--- src/rtl/one_wire_pkg.sv ---
// Shared constants for the 1-wire temperature sequencer: slave register map, status bits, commands, FSM codes.
// NBYTES grows from 2 to 9 when ONE_WIRE_CRC_EN is defined.
package one_wire_pkg;

  localparam logic [3:0] ADDR_STATUS = 4'd0;
  localparam logic [3:0] ADDR_TXRX   = 4'd1;
  localparam logic [3:0] ADDR_RXDATA = 4'd2;

  localparam int ST_BUSY  = 0;
  localparam int ST_NODEV = 1;
  localparam int ST_LINE  = 2;

  localparam logic [7:0] CMD_SKIP_ROM  = 8'hCC;
  localparam logic [7:0] CMD_CONVERT_T = 8'h44;
  localparam logic [7:0] CMD_READ_SP   = 8'hBE;

  localparam logic [3:0] S_IDLE  = 4'd0;
  localparam logic [3:0] S_RST1  = 4'd1;
  localparam logic [3:0] S_SKIP1 = 4'd2;
  localparam logic [3:0] S_CONV  = 4'd3;
  localparam logic [3:0] S_WAITC = 4'd4;
  localparam logic [3:0] S_RST2  = 4'd5;
  localparam logic [3:0] S_SKIP2 = 4'd6;
  localparam logic [3:0] S_RDCMD = 4'd7;
  localparam logic [3:0] S_RDB   = 4'd8;
  localparam logic [3:0] S_GET   = 4'd9;
  localparam logic [3:0] S_POLL  = 4'd10;
  localparam logic [3:0] S_DONE  = 4'd11;
  localparam logic [3:0] S_ERR   = 4'd12;

`ifdef ONE_WIRE_CRC_EN
  localparam logic [3:0] NBYTES = 4'd9;
`else
  localparam logic [3:0] NBYTES = 4'd2;
`endif

  // Dallas/Maxim CRC8 (x^8+x^5+x^4+1), reflected form, one byte LSB first.
  function automatic logic [7:0] crc8_step(input logic [7:0] crc, input logic [7:0] data);
    logic [7:0] c;
    c = crc;
    for (int i = 0; i < 8; i++) begin
      if (c[0] ^ data[i]) c = (c >> 1) ^ 8'h8C;
      else                c = c >> 1;
    end
    return c;
  endfunction

endpackage

--- src/rtl/one_wire_crc8.sv ---
// Byte-serial Dallas CRC8 accumulator; one byte per enabled cycle, result valid the cycle after.
// clr has priority over en; no backpressure.
module one_wire_crc8
  import one_wire_pkg::*;
(
  input  logic       s_clock,
  input  logic       s_reset,
  input  logic       clr,
  input  logic       en,
  input  logic [7:0] data,
  output logic [7:0] crc
);

  always_ff @(posedge s_clock or negedge s_reset) begin
    if (!s_reset)  crc <= 8'h00;
    else if (clr)  crc <= 8'h00;
    else if (en)   crc <= crc8_step(crc, data);
  end

endmodule

--- src/rtl/one_wire_temp_sequencer.sv ---
// Avalon master running reset/SkipROM/ConvertT/wait/reset/SkipROM/ReadScratchpad on the 1-wire slave.
// Each access holds until m_waitrequest drops; ONE_WIRE_CRC_EN adds a 9-byte read with CRC8 check.
module one_wire_temp_sequencer
  import one_wire_pkg::*;
#(
  parameter int sysclock = 66666667,
  parameter int CONV_MS  = 750
) (
  input  logic        s_clock,
  input  logic        s_reset,
  input  logic        start,
  output logic        busy,
  output logic [15:0] temperature,
  output logic        valid,
  output logic        error,
  output logic [3:0]  m_address,
  output logic [7:0]  m_writedata,
  input  logic [7:0]  m_readdata,
  output logic        m_read,
  output logic        m_write,
  output logic        m_chipselect,
  input  logic        m_waitrequest
);

  localparam logic [31:0] CONV_TC = 32'(sysclock / 1000 * CONV_MS - 1);

  logic [3:0]  state, poll_ret, ret_next;
  logic        poll_chk, chk_next;
  logic [31:0] conv_cnt;
  logic [3:0]  byte_cnt;
  logic [7:0]  b0, b1;
  logic        acc_state, acc_wr, acc_on, acc_done;
  logic [3:0]  acc_addr;
  logic [7:0]  acc_dat;
  logic        crc_ok;
  logic        last_byte;

  assign busy      = (state != S_IDLE);
  assign acc_on    = m_read | m_write;
  assign acc_done  = acc_on & ~m_waitrequest;
  assign last_byte = (byte_cnt == NBYTES - 4'd1);

  // Per-state bus access and where POLL should return once the slave goes idle.
  always_comb begin
    acc_state = 1'b1;
    acc_wr    = 1'b0;
    acc_addr  = ADDR_STATUS;
    acc_dat   = 8'h00;
    ret_next  = S_IDLE;
    chk_next  = 1'b0;
    case (state)
      S_RST1:  begin acc_wr = 1'b1; ret_next = S_SKIP1; chk_next = 1'b1; end
      S_RST2:  begin acc_wr = 1'b1; ret_next = S_SKIP2; chk_next = 1'b1; end
      S_SKIP1: begin acc_wr = 1'b1; acc_addr = ADDR_TXRX; acc_dat = CMD_SKIP_ROM;  ret_next = S_CONV;  end
      S_CONV:  begin acc_wr = 1'b1; acc_addr = ADDR_TXRX; acc_dat = CMD_CONVERT_T; ret_next = S_WAITC; end
      S_SKIP2: begin acc_wr = 1'b1; acc_addr = ADDR_TXRX; acc_dat = CMD_SKIP_ROM;  ret_next = S_RDCMD; end
      S_RDCMD: begin acc_wr = 1'b1; acc_addr = ADDR_TXRX; acc_dat = CMD_READ_SP;   ret_next = S_RDB;   end
      S_RDB:   begin acc_addr = ADDR_TXRX; ret_next = S_GET; end
      S_GET:   acc_addr = ADDR_RXDATA;
      S_POLL:  acc_addr = ADDR_STATUS;
      default: acc_state = 1'b0;
    endcase
  end

`ifdef ONE_WIRE_CRC_EN
  logic [7:0] crc_val;

  one_wire_crc8 u_crc (
    .s_clock (s_clock),
    .s_reset (s_reset),
    .clr     ((state == S_RDCMD) && acc_done),
    .en      ((state == S_GET) && acc_done && !last_byte),
    .data    (m_readdata),
    .crc     (crc_val)
  );

  assign crc_ok = (m_readdata == crc_val);
`else
  assign crc_ok = 1'b1;
`endif

  always_ff @(posedge s_clock or negedge s_reset) begin
    if (!s_reset) begin
      state        <= S_IDLE;
      poll_ret     <= S_IDLE;
      poll_chk     <= 1'b0;
      conv_cnt     <= 32'd0;
      byte_cnt     <= 4'd0;
      b0           <= 8'h00;
      b1           <= 8'h00;
      temperature  <= 16'h0000;
      valid        <= 1'b0;
      error        <= 1'b0;
      m_address    <= 4'd0;
      m_writedata  <= 8'h00;
      m_read       <= 1'b0;
      m_write      <= 1'b0;
      m_chipselect <= 1'b0;
    end else begin
      valid <= 1'b0;

      // Strobes drop after completion, so back-to-back accesses always get one idle cycle.
      if (acc_state && !acc_on) begin
        m_chipselect <= 1'b1;
        m_read       <= ~acc_wr;
        m_write      <= acc_wr;
        m_address    <= acc_addr;
        m_writedata  <= acc_dat;
      end else if (acc_done) begin
        m_chipselect <= 1'b0;
        m_read       <= 1'b0;
        m_write      <= 1'b0;
        m_address    <= 4'd0;
        m_writedata  <= 8'h00;
      end

      case (state)
        S_IDLE: begin
          if (start) begin
            error <= 1'b0;
            state <= S_RST1;
          end
        end
        S_WAITC: begin
          if (conv_cnt == CONV_TC) begin
            conv_cnt <= 32'd0;
            state    <= S_RST2;
          end else begin
            conv_cnt <= conv_cnt + 32'd1;
          end
        end
        S_POLL: begin
          if (acc_done && !m_readdata[ST_BUSY])
            state <= (poll_chk && m_readdata[ST_NODEV]) ? S_ERR : poll_ret;
        end
        S_GET: begin
          if (acc_done) begin
            if (byte_cnt == 4'd0) b0 <= m_readdata;
            if (byte_cnt == 4'd1) b1 <= m_readdata;
            byte_cnt <= byte_cnt + 4'd1;
            if (last_byte) state <= crc_ok ? S_DONE : S_ERR;
            else           state <= S_RDB;
          end
        end
        S_DONE: begin
          temperature <= {b1, b0};
          valid       <= 1'b1;
          state       <= S_IDLE;
        end
        S_ERR: begin
          error <= 1'b1;
          state <= S_IDLE;
        end
        default: begin
          if (acc_done) begin
            state    <= S_POLL;
            poll_ret <= ret_next;
            poll_chk <= chk_next;
            if (state == S_RDCMD) byte_cnt <= 4'd0;
          end
        end
      endcase
    end
  end

endmodule

--- config.mk ---
export PLATFORM = sky130hd
export DESIGN_NAME = one_wire_temp_sequencer
export DESIGN_NICKNAME = d
export VERILOG_FILES = /design/src/rtl/one_wire_pkg.sv /design/src/rtl/one_wire_crc8.sv /design/src/rtl/one_wire_temp_sequencer.sv
export SDC_FILE = /design/constraint.sdc
export NUM_CORES = 1
export LEC_CHECK = 0
export BUFFER_PORTS_ARGS = -buffer_cell sky130_fd_sc_hd__buf_2
export CORE_ASPECT_RATIO = 2
export CORE_MARGIN = 2
export CORE_UTILIZATION = 53
export DETAILED_ROUTE_END_ITERATION = 6
export PLACE_DENSITY = 0.85
export SYNTH_ARGS = -nofsm -noshare
export SYNTH_HDL_FRONTEND = slang
export SYNTH_SLANG_ARGS = --single-unit
--- constraint.sdc ---
create_clock -name s_clock -period 2.3 [get_ports s_clock]
set_input_delay 0.575 -clock s_clock [delete_from_list [all_inputs] [get_ports s_clock]]
set_output_delay 0.575 -clock s_clock [all_outputs]
set_load 0.01 [all_outputs]
==> results of run 1 <==
[cell families (layout without fill, tap and decap cells)]
kind of cell	count (synthesis)	count (layout)	share of synthesized area
and+or+nand+nor	138	138	0.1815
DFF	88	88	0.5324
AOI/OAI and AO/OA	55	55	0.08167
muxes	33	33	0.08954
xor gates and xnor gates	31	31	0.06564
buffers and inverters	30	87	0.03630
adders and majority gates	4	4	0.01210
other	1	3	0.0009066
[cells in the final DEF, fill, tap and decap left out, drive strengths merged, types with 4 or more instances in the layout]
master,n
inv,11
and3,6
nor2,38
o21ai,19
xnor2,11
nor3,5
buf,61
nand2,32
a21oi,16
mux2,32
nor4,7
dfrtp,88
clkbuf,9
nand3,15
xor2,20
nand4,12
ha,4
[sequential cells by signal (all words and copies together) (netlist names)]
| name | count |
|---|---|
| byte_cnt | 4 |
| m_writedata | 4 |
| poll_chk | 1 |
| m_read | 1 |
| b1 | 8 |
| poll_ret | 4 |
| temperature | 16 |
| error | 1 |
| m_write | 1 |
| m_address | 2 |
| conv_cnt | 32 |
| valid | 1 |
| m_chipselect | 1 |
| state | 4 |
| b0 | 8 |
[power groups by stage]
stage	Clock [mW]	Combinational (mW)	Sequential (mW)
after floorplan	0	1.11	2.22
after CTS	1.59	1.81	2.17
after global routing	1.66	2.00	2.21
after detailed placement	0	1.79	2.19
final	1.57	1.83	2.17
after global placement	0	1.74	2.16
[worst reg2reg max path, cell delays in order (launching register included)]
cell	delay [ns]
dfrtp_1	0.41
ha_2	0.23
nor4bb_2	0.22
nand4_1	0.13
or4_1	0.54
a21o_1	0.25
o41ai_1	0.29
[layer usage]
metal | vias to the layer above | part of all wire | global-route usage
met2 | 112 | 0.56 | 0.4235
met5 | - | 0 | 0
met4 | 0 | 0.042 | 0.1369
li1 | 1442 | - | -
met3 | 36 | 0.038 | 0.04633
met1 | 1567 | 0.36 | 0.2706
[final timing paths]
kind                                 to  cells after the start    startpoint
min in group s_clock       m_chipselect                      1  m_chipselect
setup / recovery                   busy                      5      state[1]
hold reg to reg            m_chipselect                      1  m_chipselect
max in group asynchronous   conv_cnt[0]                      2       s_reset
hold / removal                    valid                      1       s_reset
setup reg to reg               state[2]                      6   conv_cnt[0]
[area by class of cell]
class | instances | area [sq um] | share of cell area
clock buffer | 9 | 225.2 | 0.04645
clock inverter | 7 | 95.09 | 0.01961
inverter | 10 | 37.54 | 0.007742
multi-input combinational | 264 | 1803 | 0.3719
sequential | 88 | 2202 | 0.4542
tap | 94 | 117.6 | 0.02426
timing repair buffer | 61 | 367.9 | 0.07587
[what timing repair did]
action | CTS | global route
gates resized for setup | 0 | 3
endpoints found under the setup margin | 0 | 2
hold buffers | 0 | 0
==> flow_results.org, run 1 <==
** Synth
- Yosys mapped a number of flops with a built-in enable equal to 0.
- Summed over all instances, the cell type with the most area after synthesis is dfrtp_1.
- Synth Cell Area :: 0.004136 sq mm
- Among all flip-flop cells after synthesis, the most frequent one is dfrtp_1.
- For this run, the register share of the synthesized area comes to 0.5324.
- Post-synth top cells :: dfrtp_1 (88), nor2_1 (38), mux2_2 (32), nand2_1 (32), xor2_1 (20)
- Avg Synthesized Cell Area :: 10.89 sq um
- Cell with the most instances after synthesis :: dfrtp_1
- Total of flip-flops plus latches after synthesis :: 88
- Synth area leaders :: dfrtp_1 (53%), mux2_2 (8.7%), xor2_1 (4.2%), nor2_1 (3.4%), nand2_1 (2.9%)
- Proportion of register bits with asynchronous set or reset after synthesis :: 1.000
- For this run, the number of Yosys warnings is 0.
- Synthesis instantiated 50 different standard cells from the library.
- The share of synthesized area in the top cell type comes to 0.5324.
- Synth Instances :: 380

** Finish
- Final core utilization :: 0.6379
- The repair_antennas step left the layout with diodes totalling 0.
- Counting the fill cells in the layout gives a little over 600.
- At the end of the flow, the number of nets in the layout was 450.
- Area growth syn-to-layout :: 17.21%
- Post-layout instance area :: roughly 0.0048 sq mm
- Final Non-Filler Cells :: about 530
- Share of layout cells above drive strength 1 :: 0.2688

** Global routing
- The first global-routing pass estimated 15550 um of wire.
- Antenna violations before repair :: 0
- GRT Total Usage :: 0.2433
- Maximum number of pins on one net before global-route repair :: 44
- The via count of the first global-routing pass came to approximately 3200.
- Remaining global-route overflow :: 0

** Power and ir drop
- Dividing total power by cell area gives a power density of roughly 1100 mW/mm^2.
- IR drop worst, VDD :: about 0.00066 V
- Power spent charging and discharging nets :: 1.897 mW
- Clock network fraction of design power :: 0.282
- Combinational power share :: 0.329
- Seq pwr share :: 0.390
- P_int :: 3.668 mW
- In this run the static leakage power is 2.402 nW.
- Total power for the finished layout comes to 5.565 mW.
- Of the total power, the share spent switching nets is 0.3408.

** Die
- The core region is approximately 0.0076 sq mm.
- Initial cell density of the core :: 0.5442
- After floorplanning, the core was divided into 45 placement rows.
- 46 I/O pins were placed.
- Chip height :: 128.9 um
- The die is about 66 um wide.
- The floorplan step defined a die boundary enclosing roughly 0.0086 sq mm.

** Setup path
- Worst path buffer plus inverter count :: 2
- STA classifies the critical path endpoint as an output pin.
- Walking the worst path, the cells encountered are buf_4, or2_4, nor2_1, nand2_1, buf_2.
- STA classifies the critical path startpoint as a flop.
- Data arrival at the endpoint of the critical path :: approximately 1.6 ns
- In this run the worst path has a maximum fanout of 19.
- The largest individual stage delay along the critical path comes from the cell dfrtp_1.
- Delay of the slowest cell on the worst path :: about 0.40 ns
- Largest delay share family, worst path :: simple AND/OR/NAND/NOR gates
- R2R Setup Slk :: 0.13 ns
- Category of the most critical setup path :: reg -> out
- For the worst setup path, the data required time is 1.73 ns.

** Place
- Summing all placed instances gives a cell area of ~0.0045 sq mm.
- HPWL after detailed placement :: 6759 um
- Counting tap cells, the placed design contains a total of 517 instances.
- IO buf count :: 42
- At the end of routability-driven placement, the weighted congestion stood at 0.8869.
- Pre-CTS setup slack :: 0.1267 ns

** Timing
- Across all setup checks in the final design, the least slack found is ~0.11 ns.
- Worst slew margin relative to its limit :: 0.6633
- Static timing analysis puts the maximum clock frequency at ~460 MHz.
- Transition at the pin with the smallest max-transition slack :: slightly above 0.5 ns
- Setup repair after global routing missed its margin :: no
- Share of the clock period used by the worst path :: 0.9530
- Counting I/O delays and the setup requirement, the final critical path takes ~2.2 ns.
- The total count of hold-check failures in the final report was 0.
- Worst Skew :: between 0.005 and 0.006 ns
- Summed over all failing endpoints, the final setup total negative slack is 0 ns.
- Final setup violation count :: 0
- Final hold slack :: roughly 0.11 ns
- Final Max Slew Viols :: 0

** Detailed routing
- In the final routed layout, each cell accounts on average for around 18 um.
- Via Count :: between 3000 and 4000
- Iteration-0 DRC Markers :: approximately 240
- The count of nets left with antenna violations once routing finished came out at 0.
- DR DRC count :: 0
- Post-detailed-route via-to-cell ratio :: between 5 and 6
- Detailed-routing iteration count for the pre-antenna-repair pass :: 5
- Final WL :: ~9400 um

** Clock network
- The number of clock buffers added by TritonCTS is 9.
- The clock net in this run drives a total of 88 sinks.
- Clock transition at the registers of the reported paths :: approximately 0.06 ns
- Cell at the root of the clock tree :: clkbuf_16
- Worst-Skew Late Latency :: approximately 0.34 ns
- Post-CTS timing repair inserted 0 buffers for setup.
- CTS tree :: done
- H-tree level count :: 3
- Maximum buffer depth of the clock tree :: 2

** Flow run
- Max-cap violations in this run came to 0.

** Min path
- Type of the worst min-delay path :: in -> async

** Outcome
- Result of the run :: finished, final reports clean
(Power assumes the default switching activity.)
==> run 2, diff against run 1 <==
--- a/config.mk
+++ b/config.mk
@@ -8,9 +8,9 @@
 export BUFFER_PORTS_ARGS = -buffer_cell sky130_fd_sc_hd__buf_2
 export CORE_ASPECT_RATIO = 2
 export CORE_MARGIN = 2
-export CORE_UTILIZATION = 53
+export CORE_UTILIZATION = 58
 export DETAILED_ROUTE_END_ITERATION = 6
-export PLACE_DENSITY = 0.85
+export PLACE_DENSITY = 0.88
 export SYNTH_ARGS = -nofsm -noshare
 export SYNTH_HDL_FRONTEND = slang
 export SYNTH_SLANG_ARGS = --single-unit
==> constraint.sdc (replaced) <==
create_clock -name s_clock -period 2.05 [get_ports s_clock]
set_input_delay 0.5125 -clock s_clock [delete_from_list [all_inputs] [get_ports s_clock]]
set_output_delay 0.5125 -clock s_clock [all_outputs]
set_load 0.01 [all_outputs]
==> run 2 against run 1 <==
The flow now finishes with violations (setup timing). Combinational power rose by 16%. Wire length rose by 3.2%. Die area fell by 8.2%. Global-route usage rose by 1.6 points. Sequential share of layout area fell by 2.3 points. First-iteration DRC count rose by 36%. Clock skew fell by 0.0019 ns. Power rose by 13%. Sequential cell count did not move. Sequential power rose by 12%. Utilization rose by 9.8 points. Final cell count rose by 2.8%.
==> flow_results.org, run 2 (same netlist as run 1, synthesis figures left out) <==
** Outcome
- The run finished, with violations left.
- The checks that failed: setup timing.

** Die
- The full die area is 0.007864 sq mm (-8.2%).
- Number of standard-cell rows in the floorplan :: 43 (-4.4%)
- The initial core utilization was 0.5960 (+0.05180).
- Floorplan Core Area :: 0.006940 sq mm (-8.7%)
- The die boundary width was 63.72 um (-4.1%).
- Chip height :: 123.4 um (-4.3%)
- Ports :: 46 (unchanged)

** Timing
- Subtracting the final worst setup slack from the clock period gives 2.083 ns.
- Setup repair after global routing missed its margin :: yes
- The max-slew violation total from the final report is 0 (unchanged).
- Based on the critical path, the design can be clocked at up to ~480 MHz.
- Final Hold Vio Count :: 0 (unchanged)
- Final setup violation count :: 2 (+2)
- Worst Skew :: 0.003883 ns (-0.001904 ns)
- Minimum setup slack in the final design :: -0.03349 ns (-0.1416 ns)
- The setup total negative slack is -0.04609 ns (-0.04609 ns).
- Share of the clock period used by the worst path :: 1.016
- Final hold slack :: 0.09215 ns (-0.01961 ns)

** Global routing
- The maximum number of pins on one net before global-route repair is 41 (-6.8%).
- Antenna violations before repair :: 0 (unchanged)
- GRT Total Usage :: 0.2596 (+0.01630)
- Via count of the first global-routing pass :: 3326 (+4.9%)
- Remaining global-route overflow :: 0 (unchanged)
- Global-route wire length before repair :: 15570 um (+0.14%)

** Finish
- The combined flip-flop and latch cell area was 0.002202 sq mm (unchanged).
- Commonest non-fill, non-tap cell in the layout :: dfrtp_1
- The library cells used most frequently in the layout, excluding fill and tap cells, are dfrtp_1 (88), buf_2 (41), nor2_1 (36), buf_4 (35).
- The ratio of cells with drive above 1 in the final layout came to 0.3297 (+0.06090).
- Ranked by flip-flop count, first place goes to conv_cnt.
- Registers with the most flip-flops :: conv_cnt: 32 flops, temperature: 16 flops
- Final Non-Filler Cells :: 548 (+2.8%)
- Fill count :: 435 (-28%)
- The count of inserted antenna diode cells is 0 (unchanged).
- Flip-flop count of the largest register, all copies and words added :: 32 (unchanged)
- The area of the multi-input gates came to 0.001902 sq mm (+5.5%).
- The cell area after layout is 0.005109 sq mm (+5.4%).
- Number of nets in the finished design :: 470 (+4.4%)
- Area growth syn-to-layout :: 23.50%

** Clock network
- The number of H-tree branching levels is 3 (unchanged).
- The number of buffers between clock root and the deepest sink is 2 (unchanged).
- Clk sinks :: 88 (unchanged)
- The clock latency on the worst-skew pair was 0.34 ns (about the same).
- The post-CTS clock slew at the launch and capture registers of the worst setup and hold paths is 0.06 ns (about the same).
- The TritonCTS buffer count is 9 (unchanged).
- Cell at the root of the clock tree :: clkbuf_16
- TritonCTS built the clock tree.

** Setup path
- The worst endpoint required time was 2.32 ns (+0.59 ns).
- The worst setup path is of the reg -> reg kind.
- STA classifies the critical path startpoint as a flop.
- The worst setup path is captured at a flop.
- Data arrival at the endpoint of the critical path :: 2.35 ns (+0.73 ns)
- The maximum fanout along the worst path came to 7 (-12).
- R2R Setup Slk :: -0.03 ns (-0.16 ns)

** Detailed routing
- The via count of the routed design was 3226 (+2.2%).
- DR DRC count :: 0 (unchanged)
- The number of nets with antenna violations after routing is 0 (unchanged).
- Final WL :: 9694 um (+3.2%)
- Iteration-0 DRC Markers :: 331 (+36%)
- Routed length per placed instance :: 17.69 um (+0.39%)
- Detailed-routing iteration count for the pre-antenna-repair pass :: 5 (unchanged)
- The vias per cell is 5.887 (-0.61%).

** Power and ir drop
- The worst vdd rail ir drop came to 0.0009338 V (+41%).
- The power density of the placed cells is 1235 mW/mm^2 (+7.6%).
- The leakage component of the power is 2.549 nW (+6.1%).

** Place
- The number of placed cells counting well taps came to 526 (+1.7%).
- The total half-perimeter wirelength after legalization and detailed placement is 6595 um (-2.4%).
- IO buf count :: 42 (unchanged)
- Pre-CTS setup slack :: -0.06783 ns (-0.1945 ns)
- Dpl cell area :: 0.004614 sq mm (+2.2%)
- The final weighted congestion of routability-driven global placement came to 0.8861 (about the same).

** Flow run
- The reported max-cap violation count is 0 (unchanged).

** Min path
- Type of the worst min-delay path :: in -> async
## run 2: cell types whose count changed in the layout (fill, tap and decap cells not counted), moves of 2 or more
cell / before / now
buf_4: 19 / 35
buf_6: 0 / 4
clkbuf_8: 0 / 2
nand3_1: 14 / 12
nand3_2: 0 / 2
nor2_1: 38 / 36
nor3_1: 5 / 3
nor3_2: 0 / 2
nor4_4: 2 / 4
## run 2: where the power goes
group	switching (mW)	internal [mW]	leakage, nW
Sequential	0.268	2.16	1.19
Combinational	1.21	0.919	1.20
Clock	0.629	1.12	0.159
## run 2: routing by layer
layer  routed length [um]  track usage
met1                 3356       0.2837
met2                 5518       0.4579
met3                  416      0.05187
met4                  402       0.1576
met5                    0            0
## run 2: final timing paths
kind	startpoint	cells past startpoint	endpoint
hold reg to reg	m_chipselect	1	m_chipselect
min in group s_clock	m_waitrequest	3	m_write
setup reg to reg	state[0]	6	conv_cnt[25]
setup / recovery	state[0]	6	conv_cnt[25]
hold / removal	s_reset	1	valid
max in group asynchronous	s_reset	2	poll_ret[1]
## run 2: cell type report
| cell class | count | area share |
|---|---|---|
| Clock buffer | 12 | 0.05021 |
| Clock inverter | 3 | 0.01274 |
| Inverter | 10 | 0.007348 |
| Multi-Input combinational cell | 264 | 0.3723 |
| Sequential cell | 88 | 0.4311 |
| Tap cell | 90 | 0.02204 |
| Timing Repair Buffer | 81 | 0.1043 |
## run 2: per-stage QoR
stage	util	total power [mW]
final	0.7361	6.310
after CTS	0.7166	6.254
after detailed placement	0.6649	4.450
after floorplan	-	3.741
after global placement	0.6649	4.361
after global routing	0.7361	6.673
## run 2: worst max-delay path: stages, from the launching register on
cell     delay, ns
dfrtp_1       0.39
or4b_4        0.55
buf_6         0.15
nor4_4        0.25
nand3_4       0.15
or3_4         0.37
a21oi_2       0.15
## run 2: what timing repair did
action,CTS,global route
hold endpoints to repair,0,0
buffers inserted,0,7
setup endpoints to repair,19,33
pin swaps,4,6
gates resized for setup,9,16
hold buffers,0,0
